**src/rtl/bcd_to_bin_seq_if.sv**
```systemverilog
// Handshake bundle for the sequential BCD-to-binary converter.
// master = producer/consumer side, slave = converter side.
interface bcd_to_bin_seq_if #(
    parameter int unsigned DIGITS = 3,
    parameter int unsigned BIN_W  = 10
);
    logic                in_valid;
    logic                in_ready;
    logic [4*DIGITS-1:0] bcd_in;
    logic                out_valid;
    logic                out_ready;
    logic [BIN_W-1:0]    bin_out;
    logic                err_out;

    modport master (
        output in_valid,
        output bcd_in,
        output out_ready,
        input  in_ready,
        input  out_valid,
        input  bin_out,
        input  err_out
    );

    modport slave (
        input  in_valid,
        input  bcd_in,
        input  out_ready,
        output in_ready,
        output out_valid,
        output bin_out,
        output err_out
    );
endinterface

```
**src/rtl/bcd_to_bin_seq.sv**
```systemverilog
// Sequential BCD-to-binary converter using reverse double-dabble.
// One conversion takes BIN_W shift/correct steps; illegal digits short-cut straight to DONE.
module bcd_to_bin_seq #(
    parameter int unsigned DIGITS = 3,
    parameter int unsigned BIN_W  = 10
) (
    input  logic            clk,
    input  logic            rst,
    bcd_to_bin_seq_if.slave bus
);
    localparam int unsigned BcdW = 4 * DIGITS;
    localparam int unsigned SrW  = BcdW + BIN_W;
    localparam int unsigned CntW = $clog2(BIN_W + 1);
    localparam logic [CntW-1:0] CntLast = CntW'(BIN_W - 1);

    typedef enum logic [1:0] {StIdle, StConv, StDone} state_e;

    state_e           state_q, state_d;
    logic [SrW-1:0]   sr_q, sr_d;     // {bcd_field, bin_field}
    logic [CntW-1:0]  cnt_q, cnt_d;
    logic [BIN_W-1:0] bin_q, bin_d;
    logic             err_q, err_d;
    logic             in_err;
    logic [SrW-1:0]   sr_step;

    // Flag any input digit above 9.
    always_comb begin
        in_err = 1'b0;
        for (int i = 0; i < DIGITS; i++) begin
            if (bus.bcd_in[4*i +: 4] > 4'd9) begin
                in_err = 1'b1;
            end
        end
    end

    // One step: shift right, then subtract 3 from every digit that is now >= 8.
    always_comb begin
        sr_step = sr_q >> 1;
        for (int i = 0; i < DIGITS; i++) begin
            // digit >= 8 exactly when its top bit is set
            if (sr_step[BIN_W + 4*i + 3]) begin
                sr_step[BIN_W + 4*i +: 4] = sr_step[BIN_W + 4*i +: 4] - 4'd3;
            end
        end
    end

    // Next-state and handshake outputs.
    always_comb begin
        state_d       = state_q;
        sr_d          = sr_q;
        cnt_d         = cnt_q;
        bin_d         = bin_q;
        err_d         = err_q;
        bus.in_ready  = 1'b0;
        bus.out_valid = 1'b0;
        unique case (state_q)
            StIdle: begin
                bus.in_ready = 1'b1;
                if (bus.in_valid) begin
                    sr_d  = {bus.bcd_in, {BIN_W{1'b0}}};
                    cnt_d = '0;
                    err_d = in_err;
                    if (in_err) begin
                        bin_d   = '0;
                        state_d = StDone;
                    end else begin
                        state_d = StConv;
                    end
                end
            end
            StConv: begin
                sr_d  = sr_step;
                cnt_d = cnt_q + 1'b1;
                if (cnt_q == CntLast) begin
                    bin_d   = sr_step[BIN_W-1:0];
                    state_d = StDone;
                end
            end
            StDone: begin
                bus.out_valid = 1'b1;
                if (bus.out_ready) begin
                    state_d = StIdle;
                end
            end
            default: state_d = StIdle;
        endcase
    end

    // State and datapath registers; reset discards any in-flight result.
    always_ff @(posedge clk or posedge rst) begin
        if (rst) begin
            state_q <= StIdle;
            sr_q    <= '0;
            cnt_q   <= '0;
            bin_q   <= '0;
            err_q   <= 1'b0;
        end else begin
            state_q <= state_d;
            sr_q    <= sr_d;
            cnt_q   <= cnt_d;
            bin_q   <= bin_d;
            err_q   <= err_d;
        end
    end

    assign bus.bin_out = bin_q;
    assign bus.err_out = err_q;
endmodule

```
**src/flat_wrapper.sv**
```systemverilog
// flat-port wrapper written by rule: the top's interface ports become plain ports
module bcd_to_bin_seq_flat 
#(
    parameter int unsigned DIGITS = 3,
    parameter int unsigned BIN_W  = 10
)
  (clk, rst, bus_in_valid, bus_bcd_in, bus_out_ready, bus_in_ready, bus_out_valid, bus_bin_out, bus_err_out);
  bcd_to_bin_seq_if #(.DIGITS(DIGITS), .BIN_W(BIN_W)) bus_i ();
  input  logic clk;
  input  logic rst;
  input wire logic [$bits(bus_i.in_valid)-1:0] bus_in_valid;
  input wire logic [$bits(bus_i.bcd_in)-1:0] bus_bcd_in;
  input wire logic [$bits(bus_i.out_ready)-1:0] bus_out_ready;
  output wire logic [$bits(bus_i.in_ready)-1:0] bus_in_ready;
  output wire logic [$bits(bus_i.out_valid)-1:0] bus_out_valid;
  output wire logic [$bits(bus_i.bin_out)-1:0] bus_bin_out;
  output wire logic [$bits(bus_i.err_out)-1:0] bus_err_out;
  assign bus_i.in_valid = bus_in_valid;
  assign bus_i.bcd_in = bus_bcd_in;
  assign bus_i.out_ready = bus_out_ready;
  assign bus_in_ready = bus_i.in_ready;
  assign bus_out_valid = bus_i.out_valid;
  assign bus_bin_out = bus_i.bin_out;
  assign bus_err_out = bus_i.err_out;
  bcd_to_bin_seq #(.DIGITS(DIGITS), .BIN_W(BIN_W)) u_core (.clk(clk), .rst(rst), .bus(bus_i));
endmodule
```
**config.mk**
```make
export PLATFORM = sky130hd
export DESIGN_NAME = bcd_to_bin_seq_flat
export DESIGN_NICKNAME = d
export VERILOG_FILES = /design/src/rtl/bcd_to_bin_seq_if.sv /design/src/rtl/bcd_to_bin_seq.sv /design/src/flat_wrapper.sv
export SDC_FILE = /design/constraint.sdc
export NUM_CORES = 1
export LEC_CHECK = 0
export CORE_MARGIN = 5
export CORE_UTILIZATION = 40
export DETAILED_ROUTE_END_ITERATION = 8
export GPL_TIMING_DRIVEN = 0
export PLACE_DENSITY = 0.71
export SYNTH_ARGS = -nofsm -noshare
export SYNTH_HDL_FRONTEND = slang
export SYNTH_SLANG_ARGS = --single-unit
```
**constraint.sdc**
```tcl
create_clock -name clk -period 1.38 [get_ports clk]
set_input_delay 0.276 -clock clk [delete_from_list [all_inputs] [get_ports clk]]
set_output_delay 0.276 -clock clk [all_outputs]
set_load 0.05 [all_outputs]
```
==> impl_metrics.tcl, run 1 <==
set metrics [dict create \
    period_minus_slack_ns 1.48 \
    yosysTopAreaCellShare 0.473 \
    place_congestion 0.849 \
    rr_worst_depth 5 \
    ctsHtreeMaxLevel 2 \
    hold_buffers 0 \
    coreArea_um2 4820 \
    grt_setup_unrepaired "yes" \
    yosys_warnings 0 \
    slowest_stage "dfrtp_1" \
    critPathKind "register to output pin" \
    hold_class "input port to async pin" \
    place_hpwl_um 3460 \
    worstMarginPinSlew_ns 0.790 \
    grt_usage 0.174 \
    cp_num_buf_inv 3 \
    wirelength_um 5160 \
    cts_tree "done" \
    cp.required_ns 1.10 \
    fillers 422 \
    firstDrtPassIters 4 \
    start_util 0.418 \
    worstSetupEndpointType "output pin" \
    clk_pin_slew_ns 0.08 \
    layout-drive-gt1-share 0.259 \
    ios 29 \
    critical_path_arrival_ns 1.21 \
    grt_pass1_wl_um 8670 \
    syn_to_final_growth_pct 34.1 \
    synth_seq_cells 38 \
    die-area_um2 6550 \
    routedWlPerCell_um 16.2 \
    tns_ns -0.574 \
    cp.depth 4 \
    p_leak_nw 1.20 \
    die_h_um 80.9 \
    setup_viol 12 \
    yosysTopAreaCell "dfrtp_1" \
    clockRootBuffer "clkbuf_8" \
    max-cap-violations 0 \
    critical_path.max_stage_delay_ns 0.38 \
    status "finished, violations left" \
    die_w_um 80.9 \
    ant_nets 0 \
    drv_slew 0 \
    numCtsBuffers 5 \
    synth_fp_nets 223 \
    path_cells "buf_6, clkinvlp_4, nor2_4, buf_8" \
    slew_headroom 0.473 \
    grt_max_degree 39 \
    multi_input_comb_area_um2 996 \
    via_count 1805 \
    clock_sinks 38 \
    setup_ws_ns -0.103 \
    drc_errors 0 \
    failed_checks "negative setup slack" \
    avgSynthCellArea_um2 9.91 \
    clock-skew-final_ns 0.00980 \
    hold_ws_ns 0.453 \
    p_per_area_nw_per_um2 2100 \
    clkLatencyLatePin_ns 0.29 \
    grt-ovfl-total 0 \
    antenna_found_initial 0 \
    grt_pass1_vias 1769 \
    nets 270 \
    synth_area_leaders "dfrtp_1 (47%), nand3_1 (5.5%), nor2b_1 (4.0%), a22o_1 (3.9%), o211ai_1 (3.7%)" \
    synthArstFlopShare 1.00 \
    final_hold_viol_count 0 \
    post-route-period-util 1.07 \
    ir_worst_vdd_v 0.000964 \
    ys_types 34 \
    clockBufferDepth 2 \
    viasPerCell 5.68 \
    placement.io_buffers 28 \
    critical-path-top-delay-family "buffers and inverters" \
    r2r_setup_slack_ns -0.09 \
    antenna_cells 0 \
    cp_max_fo 7 \
    synth-edff-count 0 \
    rows 25 \
    startpoint_type "register" \
    regArea_um2 952 \
    fmax_mhz 674 \
    syn-cell-area_um2 2010 \
    first_iter_violations 102 \
    netlist_instances 203 \
    synth_flop_cell "dfrtp_1" \
    yosysSeqAreaShare 0.473 \
]
==> cells in the mapped netlist, types with 3 or more instances <==
cell	instances
buf_6	3
o21ai_0	12
o22ai_1	12
nand3_1	22
nand4_1	10
buf_2	6
inv_1	6
a21oi_1	5
nor2b_1	13
nor2_1	7
ha_1	4
clkbuf_1	5
dfrtp_1	38
o211ai_1	10
mux2i_1	4
nand2_1	10
a22o_1	9
==> final cells by class <==
class                      instances  area share
clock buffer                       7      0.0320
sequential                        38       0.353
inverter                           6     0.00974
buffer                            16      0.0570
clock inverter                     1     0.00185
tap                               67      0.0311
timing repair buffer              40       0.146
multi-input combinational        143       0.369
==> per-stage QoR <==
stage	cell area (um2)	worst slack [ns]	instances	total power, mW	util
2_1_floorplan	2020	0.0479	203	3.61	-
3_3_place_gp	2380	-0.627	298	4.25	0.494
3_5_place_dp	2380	-0.489	298	4.31	0.494
4_1_cts	2600	-0.0798	312	5.40	0.539
5_1_grt	2700	-0.159	318	6.04	0.560
6_report	2700	-0.103	318	5.66	0.560
==> metal layers <==
metal / global-route usage / up-vias / share of wire
li1: - / 854 / -
met1: 0.241 / 910 / 0.48
met2: 0.260 / 36 / 0.47
met5: 0 / - / 0
met3: 0.0421 / 5 / 0.032
met4: 0.0693 / 0 / 0.016
==> state kept, by name, summed over array words and instances (netlist names) <==
register,count
u_core.sr_q,21
u_core.bus.bin_out,10
u_core.cnt_q,4
u_core.state_q,2
u_core.bus.err_out,1
==> logic make-up (layout without fill, tap and decap cells) <==
kind of cell / after synthesis / in the layout / synth area share
and+or+nand+nor: 68 / 68 / 0.183
AOI/OAI and AO/OA: 61 / 61 / 0.211
DFF: 38 / 38 / 0.473
buffers and inverters: 22 / 70 / 0.0597
muxes: 6 / 6 / 0.0311
adders and majority gates: 4 / 4 / 0.0249
xor gates and xnor gates: 4 / 4 / 0.0174
==> final timing paths <==
check,to,from
min in group clk,u_core.bus.err_out,u_core.bus.err_out
max in group asynchronous,u_core.sr_q[11],rst
worst min register to register,u_core.bus.err_out,u_core.bus.err_out
worst max register to register,u_core.bus.bin_out[3],u_core.state_q[1]
worst min-delay path,u_core.sr_q[9],rst
worst max-delay path,bus_out_valid,u_core.state_q[1]
==> report_power, final <==
group	internal, mW	switching [mW]
registers	1.46	0.370
clock network	0.403	0.396
logic	1.41	1.62
==> layout by cell type (no fill, tap or decap), types with 3 or more instances in the layout <==
cell,netlist,final
clkdlybuf4s50_1,0,15
o22ai_1,12,12
a21oi_1,5,5
mux2i_1,4,4
a22o_1,9,9
clkdlybuf4s15_2,0,10
buf_6,3,14
nand3_1,22,22
o21ai_0,12,7
o21ai_1,0,5
nor2b_1,13,13
inv_1,6,4
nand2_1,10,10
dfrtp_1,38,37
clkbuf_2,0,3
nand4_1,10,10
nor2_1,7,5
ha_1,4,3
buf_4,2,10
clkbuf_8,0,6
o211ai_1,10,10
==> timing repair <==
item,in CTS,in global routing
gates resized for setup,69,27
buffers inserted,5,5
gates cloned,1,1
endpoints found under the setup margin,43,37
pin swaps,10,2
Power figures use the tool's default switching activity.
==> inputs of run 2 (changes only) <==
==> constraint.sdc (replaced) <==
create_clock -name clk -period 1.38 [get_ports clk]
set_input_delay 0.276 -clock clk [delete_from_list [all_inputs] [get_ports clk]]
set_output_delay 0.276 -clock clk [all_outputs]
set_load 0.02 [all_outputs]
==> impl_metrics.tcl, run 2 (same netlist as run 1, synthesis figures left out) <==
set metrics [dict create \
    cp.required_ns 1.56 \
    clockBufferDepth 2 \
    clkLatencyLatePin_ns 0.30 \
    nets 265 \
    drv_slew 0 \
    status "finished, violations left" \
    clockRootBuffer "clkbuf_8" \
    path_cells "buf_6, or3b_4, buf_6, o211ai_1, nand3_1" \
    routedWlPerCell_um 16.6 \
    p_per_area_nw_per_um2 2040 \
    critical-path-top-delay-family "simple AND/OR/NAND/NOR gates" \
    largest_reg_flops 21 \
    die-area_um2 6550 \
    place_congestion 0.854 \
    via_count 1794 \
    placement.io_buffers 28 \
    ant_nets 0 \
    firstDrtPassIters 5 \
    slowest_stage "dfrtp_1" \
    period_minus_slack_ns 1.42 \
    failed_checks "negative setup slack" \
    ios 29 \
    final_hold_viol_count 0 \
    viasPerCell 5.75 \
    setup_viol 12 \
    rows 25 \
    fmax_mhz 704 \
    layout_common_cells "dfrtp_1 (37), nand3_1 (22), clkdlybuf4s50_1 (15)" \
    die_w_um 80.9 \
    clock-skew-final_ns 0.0103 \
    drc_errors 0 \
    syn_to_final_growth_pct 31.6 \
    start_util 0.418 \
    startpoint_type "register" \
    cp_max_fo 5 \
    coreArea_um2 4820 \
    final_area_um2 2650 \
    setup_ws_ns -0.0411 \
    cpMostUsedCell "buf_6" \
    ir_worst_vdd_v 0.000794 \
    critPathKind "register to register" \
    max-cap-violations 0 \
    grt-ovfl-total 0 \
    first_iter_violations 110 \
    finalPower_mw 5.41 \
    clock_sinks 38 \
    regMostFlops "u_core.sr_q" \
    hold_ws_ns 0.451 \
    wirelength_um 5170 \
    ctsHtreeMaxLevel 2 \
    p_leak_nw 1.22 \
    cp_num_buf_inv 2 \
    final_common_cell "dfrtp_1" \
    cts_tree "done" \
    grt_max_degree 39 \
    hold_buffers 0 \
    critical_path_arrival_ns 1.60 \
    numCtsBuffers 5 \
    grt_usage 0.168 \
    worstSetupEndpointType "register" \
    antenna_cells 0 \
    grt_setup_unrepaired "yes" \
    dpl_cell_area_um2 2380 \
    slew_headroom 0.465 \
    post-route-period-util 1.03 \
    die_h_um 80.9 \
    layout-drive-gt1-share 0.200 \
    clk_pin_slew_ns 0.08 \
    antenna_found_initial 0 \
    hold_class "input port to async pin" \
    grt_pass1_vias 1712 \
    grt_pass1_wl_um 8310 \
    worstMarginPinSlew_ns 0.801 \
    place_hpwl_um 3410 \
    critical_path.max_stage_delay_ns 0.42 \
]
==> run 2: cell count changes in the layout (fill, tap and decap cells not counted), moves of 2 or more <==
| cell | change |
|---|---|
| buf_4 | -3 |
| buf_8 | -2 |
| clkdlybuf4s15_2 | -10 |
| dlygate4sd2_1 | +11 |
==> run 2: final timing paths <==
| kind | from | end | slack [ns] | cells past startpoint |
|---|---|---|---|---|
| worst max-delay path | u_core.state_q[0] | u_core.bus.bin_out[3] | -0.04 | 5 |
| worst min-delay path | rst | u_core.sr_q[7] | 0.45 | 2 |
| worst max register to register | u_core.state_q[0] | u_core.bus.bin_out[3] | -0.04 | 5 |
| worst min register to register | u_core.bus.err_out | u_core.bus.err_out | 0.48 | 1 |
| max in group asynchronous | rst | u_core.sr_q[11] | 0.38 | 2 |
| min in group clk | u_core.bus.err_out | u_core.bus.err_out | 0.48 | 1 |
==> run 2: metrics by stage <==
| step | instances | setup slack, ns | setup TNS, ns | utilization |
|---|---|---|---|---|
| floorplan | 203 | 0.0767 | 0 | - |
| global placement | 298 | -0.629 | -36.97 | 0.493 |
| detailed placement | 298 | -0.505 | -12.65 | 0.493 |
| CTS | 310 | -0.0335 | -0.222 | 0.534 |
| global route | 312 | -0.0713 | -0.615 | 0.550 |
| finish | 312 | -0.0411 | -0.314 | 0.550 |
==> run 2: final cells by class <==
cell class / count / area, um2
Fill cell: 428 / 2170
Multi-Input combinational cell: 143 / 997
Sequential cell: 38 / 952
Timing Repair Buffer: 36 / 340
Buffer: 15 / 135
Tap cell: 67 / 83.8
Clock buffer: 6 / 82.6
Clock inverter: 1 / 30.0
Inverter: 6 / 26.3
==> run 2: worst register-to-register path, cell delays in order, from the launching register on <==
cell and delay (ns):
dfrtp_1 0.42, buf_6 0.14, or3b_4 0.41, buf_6 0.15, o211ai_1 0.09, nand3_1 0.09
==> run 2: report_power, final <==
| part | total [mW] | switching (mW) | internal, mW |
|---|---|---|---|
| clock | 0.984 | 0.405 | 0.579 |
| combinational | 2.59 | 1.32 | 1.27 |
| sequential | 1.83 | 0.368 | 1.46 |
==> run 2: layer usage <==
metal / GRT usage / vias up / part of all wire / wire, um
li1: - / 844 / - / -
met1: 0.232 / 878 / 0.45 / 2310
met2: 0.255 / 64 / 0.47 / 2460
met5: 0 / - / 0 / 0
met3: 0.0277 / 8 / 0.059 / 303
met4: 0.0845 / 0 / 0.020 / 103
==> run 2: what timing repair did <==
action | CTS | global route
resized for setup | 44 | 24
gates cloned | 1 | 0
buffers inserted | 4 | 3
setup endpoints to repair | 43 | 36
pin swaps | 10 | 2
==> inputs of run 3 (changes only) <==
==> constraint.sdc (replaced) <==
create_clock -name clk -period 1.1 [get_ports clk]
set_input_delay 0.22 -clock clk [delete_from_list [all_inputs] [get_ports clk]]
set_output_delay 0.22 -clock clk [all_outputs]
set_load 0.02 [all_outputs]
==> impl_metrics.tcl, run 3 (same netlist as run 1, synthesis figures left out) <==
set metrics [dict create \
    coreArea_um2 4820 \
    grt_use_met1 0.251 \
    final_hold_viol_count 0 \
    grt_pass1_vias 1828 \
    drc_errors 0 \
    die-area_um2 6550 \
    clock_sinks 38 \
    p_leak_nw 1.37 \
    regArea_um2 956 \
    clockRootBuffer "clkbuf_8" \
    clock-skew-final_ns 0.00860 \
    cp.required_ns 1.27 \
    period_minus_slack_ns 1.41 \
    via_count 1950 \
    cp_max_fo 10 \
    grt-ovfl-total 0 \
    nets 289 \
    antenna_found_initial 0 \
    largest_reg_flops 21 \
    critPathKind "register to register" \
    hold_class "input port to async pin" \
    dp.cells 298 \
    ir_worst_vdd_v 0.00126 \
    regMostFlops "u_core.sr_q" \
    antenna_cells 0 \
    rows 25 \
    gr-usage-met3 0.0355 \
    worstMarginPinSlew_ns 0.666 \
    firstDrtPassIters 5 \
    ctsHtreeMaxLevel 2 \
    viasPerCell 5.79 \
    startpoint_type "register" \
    stdcell_count 337 \
    final_area_um2 3010 \
    syn_to_final_growth_pct 49.4 \
    fmax_mhz 707 \
    dpl_cell_area_um2 2440 \
    die_h_um 80.9 \
    use_met2 0.292 \
    grt-busiest-layer "met2" \
    setup_viol 40 \
    numCtsBuffers 5 \
    place_congestion 0.846 \
    grt_setup_unrepaired "yes" \
    placement.io_buffers 28 \
    drv_slew 0 \
    max-cap-violations 0 \
    place_hpwl_um 3510 \
    slew_headroom 0.555 \
    grt_pass1_wl_um 9270 \
    clockBufferDepth 2 \
    post-route-period-util 1.29 \
    multi_input_comb_area_um2 1110 \
    routedWlPerCell_um 18.0 \
    critical_path_arrival_ns 1.59 \
    fillers 384 \
    first_iter_violations 196 \
    die_w_um 80.9 \
    grt_max_degree 39 \
    failed_checks "negative setup slack" \
    worstSetupEndpointType "register" \
    cts_tree "done" \
    clk_pin_slew_ns 0.08 \
    p_per_area_nw_per_um2 2700 \
    clkLatencyLatePin_ns 0.30 \
    layout_common_cells "dfrtp_1 (34), buf_4 (23), nand3_1 (19)" \
    grt_usage 0.184 \
    status "finished, violations left" \
    wirelength_um 6060 \
    setup_ws_ns -0.314 \
    ios 29 \
    ant_nets 0 \
    start_util 0.418 \
    final_common_cell "dfrtp_1" \
    layout-drive-gt1-share 0.381 \
]
-- run 3: worst paths after layout --
kind	from	end	slack [ns]	cells past startpoint
min	rst	u_core.sr_q[4]	0.32	2
min in group clk	u_core.bus.err_out	u_core.bus.err_out	0.48	1
max reg2reg	u_core.state_q[1]	u_core.bus.bin_out[5]	-0.31	5
min reg2reg	u_core.bus.err_out	u_core.bus.err_out	0.48	1
max	u_core.state_q[1]	u_core.bus.bin_out[5]	-0.31	5
max in group asynchronous	rst	u_core.sr_q[15]	0.33	2
-- run 3: final cells by class --
type | count | area share
multi-input cells | 143 | 0.368
flip-flops and latches | 38 | 0.318
repair buffers | 60 | 0.189
plain buffers | 15 | 0.0512
well taps | 67 | 0.0279
clock buffers | 5 | 0.0229
clock inverters | 3 | 0.0133
inverters | 6 | 0.00916
-- run 3: report_power, final --
part / switching, mW / internal (mW) / total, mW
combinational: 2.26 / 2.42 / 4.68
sequential: 0.412 / 1.84 / 2.25
clock: 0.521 / 0.668 / 1.19
-- run 3: stage by stage --
stage / utilization / setup slack, ns / hold WS (ns) / TNS (ns) / power (mW)
floorplan: - / -0.202 / 0.405 / -2.95 / 4.35
global placement: 0.506 / -0.846 / 0.460 / -52.51 / 5.18
detailed placement: 0.506 / -0.718 / 0.468 / -27.86 / 5.28
CTS: 0.567 / -0.324 / 0.426 / -10.00 / 7.18
global route: 0.624 / -0.343 / 0.422 / -10.85 / 8.52
finish: 0.624 / -0.314 / 0.315 / -9.84 / 8.12
-- run 3: routing by layer --
layer | wire length (um) | share of wire
met2 | 3010 | 0.50
met4 | 108 | 0.018
met1 | 2600 | 0.43
met5 | 0 | 0
met3 | 341 | 0.056
-- run 3: critical path, cell delays in order, from the launching register on --
cell	delay (ns)
dfrtp_1	0.40
buf_6	0.14
or3b_4	0.40
buf_8	0.16
o211ai_1	0.09
nand3_1	0.10
-- run 3: timing repair --
item                       in CTS  in global routing
pin swaps                      10                 19
setup buffers                  15                 14
setup endpoints to repair      51                 86
hold buffers                    0                  0
cloned                          1                  2
resized for setup              80                 43
